`src/rtl/agnus_blitter_pkg.sv`:
```
// Shared types and constants for the blitter source-channel front end.
// Latency: n/a (declarations only).
// Backpressure: n/a.
package agnus_blitter_pkg;

    localparam int WIDTH_BITS  = 6;
    localparam int HEIGHT_BITS = 10;

    localparam logic [15:0] FULL_MASK = 16'hFFFF;

    typedef enum logic [1:0] {
        ST_IDLE  = 2'd0,
        ST_RUN   = 2'd1,
        ST_DRAIN = 2'd2
    } state_t;

    // Registered bundle handed to the barrel shifter.
    typedef struct packed {
        logic [15:0] new_val;
        logic [15:0] old_val;
        logic [3:0]  shift;
        logic        desc;
    } bundle_t;

    // A zero width means 64 words: the extra top bit carries that case.
    function automatic logic [WIDTH_BITS:0] load_width(input logic [WIDTH_BITS-1:0] w);
        return {(w == '0), w};
    endfunction

    // A zero height means 1024 lines.
    function automatic logic [HEIGHT_BITS:0] load_height(input logic [HEIGHT_BITS-1:0] h);
        return {(h == '0), h};
    endfunction

endpackage

```
`src/rtl/agnus_blitter_linecount.sv`:
```
// Word/line position tracker: flags first word, last word and last line of a blit.
// Latency: flags are combinational from the counters; counters move on the enabled edge of a step.
// Backpressure: none of its own; advances only when the parent steps it.
module agnus_blitter_linecount
    import agnus_blitter_pkg::*;
(
    input  logic                   clk,
    input  logic                   reset_n,
    input  logic                   clk7_en,
    input  logic                   load,
    input  logic                   step,
    input  logic [WIDTH_BITS-1:0]  width,
    input  logic [HEIGHT_BITS-1:0] height,
    output logic                   first_word,
    output logic                   last_word,
    output logic                   last_line
);

    logic [WIDTH_BITS:0]  wlen;
    logic [WIDTH_BITS:0]  wcnt;
    logic [HEIGHT_BITS:0] lcnt;

    // wcnt counts words left in the current line (including the one at the head);
    // it reloads from the latched width when the last word of a line is taken.
    always_ff @(posedge clk) begin
        if (!reset_n) begin
            wlen <= '0;
            wcnt <= '0;
            lcnt <= '0;
        end else if (clk7_en) begin
            if (load) begin
                wlen <= load_width(width);
                wcnt <= load_width(width);
                lcnt <= load_height(height);
            end else if (step) begin
                if (last_word) begin
                    wcnt <= wlen;
                    lcnt <= lcnt - {{HEIGHT_BITS{1'b0}}, 1'b1};
                end else begin
                    wcnt <= wcnt - {{WIDTH_BITS{1'b0}}, 1'b1};
                end
            end
        end
    end

    assign first_word = (wcnt == wlen);
    assign last_word  = (wcnt == {{WIDTH_BITS{1'b0}}, 1'b1});
    assign last_line  = (lcnt == {{HEIGHT_BITS{1'b0}}, 1'b1});

endmodule

```
`src/rtl/agnus_blitter_srcpipe.sv`:
```
// Source-channel front end: masks DMA words at line edges and pairs them with the previous word.
// Latency: one enabled cycle from accept to bundle valid; one word per enabled cycle sustained.
// Backpressure: din_ready drops while a bundle is held unconsumed; outputs stay frozen meanwhile.
module agnus_blitter_srcpipe
    import agnus_blitter_pkg::*;
#(
    parameter bit MASKED = 1'b1
) (
    input  logic                   clk,
    input  logic                   reset_n,
    input  logic                   clk7_en,
    input  logic                   start,
    input  logic                   desc_in,
    input  logic [3:0]             shift_in,
    input  logic [WIDTH_BITS-1:0]  width,
    input  logic [HEIGHT_BITS-1:0] height,
    input  logic [15:0]            fwm,
    input  logic [15:0]            lwm,
    input  logic [15:0]            din,
    input  logic                   din_valid,
    output logic                   din_ready,
    output logic [15:0]            new_val,
    output logic [15:0]            old_val,
    output logic [3:0]             shift,
    output logic                   desc,
    output logic                   out_valid,
    input  logic                   out_ready,
    output logic                   busy,
    output logic                   done
);

    state_t      state;
    state_t      state_nxt;
    bundle_t     bundle_q;
    logic [15:0] last_m;
    logic        out_valid_q;
    logic        done_q;

    logic        load;
    logic        accept;
    logic        drain_done;
    logic        first_word;
    logic        last_word;
    logic        last_line;
    logic [15:0] mask;
    logic [15:0] m;

    assign din_ready = (state == ST_RUN) && (!out_valid_q || out_ready);
    assign accept    = din_valid && din_ready && clk7_en;

    agnus_blitter_linecount u_linecount (
        .clk        (clk),
        .reset_n    (reset_n),
        .clk7_en    (clk7_en),
        .load       (load),
        .step       (accept),
        .width      (width),
        .height     (height),
        .first_word (first_word),
        .last_word  (last_word),
        .last_line  (last_line)
    );

    // Edge mask: fwm and lwm combine naturally when a line is a single word.
    always_comb begin
        mask = FULL_MASK;
        if (MASKED) begin
            if (first_word) mask = mask & fwm;
            if (last_word)  mask = mask & lwm;
        end
    end

    assign m = din & mask;

    // Next-state logic: start only counts in IDLE, so starts mid-blit are dropped.
    always_comb begin
        state_nxt  = state;
        load       = 1'b0;
        drain_done = 1'b0;
        case (state)
            ST_IDLE: begin
                if (start) begin
                    load      = 1'b1;
                    state_nxt = ST_RUN;
                end
            end
            ST_RUN: begin
                if (accept && last_word && last_line) state_nxt = ST_DRAIN;
            end
            ST_DRAIN: begin
                if (out_valid_q && out_ready) begin
                    drain_done = 1'b1;
                    state_nxt  = ST_IDLE;
                end
            end
            default: state_nxt = ST_IDLE;
        endcase
    end

    // State register; clk7_en gates every transition.
    always_ff @(posedge clk) begin
        if (!reset_n) begin
            state <= ST_IDLE;
        end else if (clk7_en) begin
            state <= state_nxt;
        end
    end

    // Bundle register: a simultaneous consume and accept reloads without a bubble.
    always_ff @(posedge clk) begin
        if (!reset_n) begin
            bundle_q    <= '0;
            last_m      <= '0;
            out_valid_q <= 1'b0;
            done_q      <= 1'b0;
        end else if (clk7_en) begin
            done_q <= drain_done;
            if (load) begin
                bundle_q.shift <= shift_in;
                bundle_q.desc  <= desc_in;
                last_m         <= '0;
            end
            if (accept) begin
                bundle_q.new_val <= m;
                bundle_q.old_val <= last_m;
                last_m           <= m;
                out_valid_q      <= 1'b1;
            end else if (out_ready) begin
                out_valid_q <= 1'b0;
            end
        end
    end

    assign new_val   = bundle_q.new_val;
    assign old_val   = bundle_q.old_val;
    assign shift     = bundle_q.shift;
    assign desc      = bundle_q.desc;
    assign out_valid = out_valid_q;
    assign busy      = (state != ST_IDLE);
    assign done      = done_q;

endmodule
```
`config.mk`:
```
export PLATFORM = sky130hd
export DESIGN_NAME = agnus_blitter_srcpipe
export DESIGN_NICKNAME = d
export VERILOG_FILES = /design/src/rtl/agnus_blitter_pkg.sv /design/src/rtl/agnus_blitter_linecount.sv /design/src/rtl/agnus_blitter_srcpipe.sv
export SDC_FILE = /design/constraint.sdc
export NUM_CORES = 1
export LEC_CHECK = 0
export CAP_MARGIN = 20
export CORE_MARGIN = 2
export CORE_UTILIZATION = 47
export CTS_CLUSTER_DIAMETER = 60
export DETAILED_ROUTE_END_ITERATION = 8
export PLACE_DENSITY = 0.89
export SYNTH_ARGS = -nofsm -noshare
export SYNTH_HDL_FRONTEND = slang
export SYNTH_SLANG_ARGS = --single-unit
```
`constraint.sdc`:
```
create_clock -name clk -period 2.1 [get_ports clk]
set_input_delay 0.525 -clock clk [delete_from_list [all_inputs] [get_ports clk]]
set_output_delay 0.525 -clock clk [all_outputs]
set_load 0.005 [all_outputs]
```
==> reports/metrics.cfg <==
[cts]
cts_max_level = 3
hold_buffers = 0
insertion_delay_ns = 0.36
clk_path_buf_depth = 2
cts_tree = yes
ctsRootBufferMaster = clkbuf_8
clkSlewWorstSetupHoldPaths_ns = 0.08
cts_num_sinks = 82
cts_buffers = 9

[timing]
rsz0062_at_grt = no
layout_setup_ws_ns = 0.0772
layout_worst_path_cycle_share = 0.963
max_freq_mhz = 494
hold_viol = 0
tightestPinTransition_ns = 0.639
finClkSkew_ns = 0.00932
setup_viol = 0
setup_tns_ns = 0
slew_headroom = 0.572
period_needed_ns = 2.02
maxSlewViolCount = 0

[worst_setup_path]
worstSetupPathType = input pin to flop
endpoint = u_linecount.wcnt[1]
cp-start-kind = input pin
reg2reg_to = u_linecount.lcnt[10]
cp.required_ns = 2.37
timing.rr.start = u_linecount.lcnt[1]
reg2regPathDepth = 7
worstSetupStartpoint = start
endpoint_kind = flop
crit_path_max_fanout = 13
r2r_slack_ns = 0.12
worstPathArrival_ns = 2.29

[placed_design]
port_buffers = 115
dp_hpwl_mm = 8.14
dpl_worst_slack_ns = -0.363
dp.cells = 673
post_dp_cell_area_um2 = 5070
place_congestion = 0.863

[cells_and_area]
fin_nets = 663
multi_input_area_um2 = 1930
layout-drive-gt1-share = 0.114
fin_area_um2 = 5290
final_common_cell = nand2_1
final_cell_mix = nand2_1 (135), clkdlybuf4s50_1 (114), dfxtp_1 (82), a21oi_1 (45), buf_4 (27)
finalNonFillerCells = 691
fillers = 602
regArea_um2 = 1640
num_antenna_cells = 0
syn_to_final_growth_pct = 42.4
final_util = 0.688

[synth]
ys_ff_latch = 82
yosys_warnings = 0
yosys-top-cells-area = dfxtp_1 (44%), nand2_1 (14%), a21oi_1 (6.1%), o221ai_1 (3.8%), nor2_1 (2.7%)
postSynth.asyncResetShare = 0
synthesis.area_um2 = 3710
ys_types = 61
yosys.area.top_type = dfxtp_1
ys_seq_area_frac = 0.442
synth_area_per_cell_um2 = 8.13
synth-edff-count = 0
syn-num-nets = 536
synth-main-ff-cell = dfxtp_1
synth_top_cell_area_share = 0.442
synth_cells = 457

[run_status]
status = complete, no violations

[detailed_routing]
dr.pass1.iters = 5
viasPerCell = 5.66
ant_nets = 0
drc = 0
via_count = 3909
drtIter0Drc = 245
wirelength_mm = 11.1
wire_per_inst_um = 16.0

[global_routing]
met3_usage = 0.0407
antenna_found_initial = 0
grt_util_met1 = 0.336
top_usage_layer = met2
grt_util_all_layers = 0.260
grt_pass1_wl_mm = 17.9
grt_max_degree = 29
grt_pass1_vias = 3642
globalRouteMet2Util = 0.434
grt-ovfl-total = 0

[power]
powerDensity_nw_per_um2 = 638
p_leak_nw = 2.17
ir_drop_uv = 402

[die]
start_util = 0.483
die-area_um2 = 8630
num_rows = 32
coreArea_um2 = 7690
pin_count = 116
die_w_um = 92.9
die_h_um = 92.9

[worst_hold_path]
hold_class = flop to flop

[run]
max-cap-violations = 0

## synth_stat cells, drive strengths merged, types with 5 or more instances
master,number
nand2,136
dfxtp,82
a21oi,46
nor2,28
and3,16
buf,16
o221ai,16
clkbuf,12
nor3,10
o21ai,10
inv,7
nor4,6
xor2,6
nand4,5
## power by group
part | total (mW) | internal (mW) | leakage, nW | switching, mW
Sequential | 1.66 | 1.60 | 0.665 | 0.0572
Clock | 1.05 | 0.446 | 0.0927 | 0.608
Combinational | 0.657 | 0.336 | 1.41 | 0.322
Total | 3.37 | 2.39 | 2.17 | 0.987
## what timing repair did
item                       in CTS  in global routing
setup endpoints to repair       2                 37
pin swaps                       0                  2
setup buffers                   0                  1
gates resized for setup         5                  6
## logic make-up (layout without fill, tap and decap cells)
group                      after synthesis  count (layout)  synth area share
adders and majority gates                4               4            0.0135
muxes                                    2               2           0.00573
and+or+nand+nor                        218             218             0.274
xor gates and xnor gates                10              10            0.0236
DFF                                     82              82             0.442
buffers and inverters                   36             168            0.0472
AOI/OAI and AO/OA                      105             105             0.194
## state kept, by name (all words and copies together) (netlist names)
register,flops
last_m,16
new_val,16
old_val,16
u_linecount.lcnt,11
u_linecount.wcnt,7
u_linecount.wlen,7
shift,4
state,2
desc,1
done,1
out_valid,1
## worst max-delay path, stage by stage
cell and delay (ns):
clkdlybuf4s50_1 0.43, nor3b_2 0.17, and2_1 0.24, buf_4 0.22, nor2_1 0.35, a21oi_1 0.11, a221oi_2 0.24
## layer usage
metal | up-vias | share of wire
met5 | - | 0
met4 | 0 | 0.028
met3 | 30 | 0.059
met2 | 186 | 0.48
met1 | 1833 | 0.43
li1 | 1860 | -
## metrics by stage
step / hold slack [ns] / power [mW]
final: 0.449 / 3.37
after floorplan: 0.423 / 2.03
after global routing: 0.465 / 3.51
after detailed placement: 0.438 / 2.33
after global placement: 0.430 / 2.31
after CTS: 0.451 / 3.37
## worst min-delay path by stage
stage | depth (start not counted) | start | to | slack [ns]
CTS | 2 | new_val[9] | new_val[9] | 0.45
global route | 2 | new_val[8] | new_val[8] | 0.47
detailed placement | 2 | new_val[9] | new_val[9] | 0.44
global placement | 2 | new_val[8] | new_val[8] | 0.43
floorplan | 2 | last_m[0] | last_m[0] | 0.42
finish | 2 | new_val[5] | new_val[5] | 0.45
## layout make-up
cell class                      count  share of cell area
Tap cell                          102              0.0241
Inverter                            8             0.00568
Multi-Input combinational cell    339               0.365
Clock inverter                      6             0.00970
Clock buffer                       10              0.0241
Timing Repair Buffer              144               0.261
Sequential cell                    82               0.311
(Power assumes the default switching activity.)
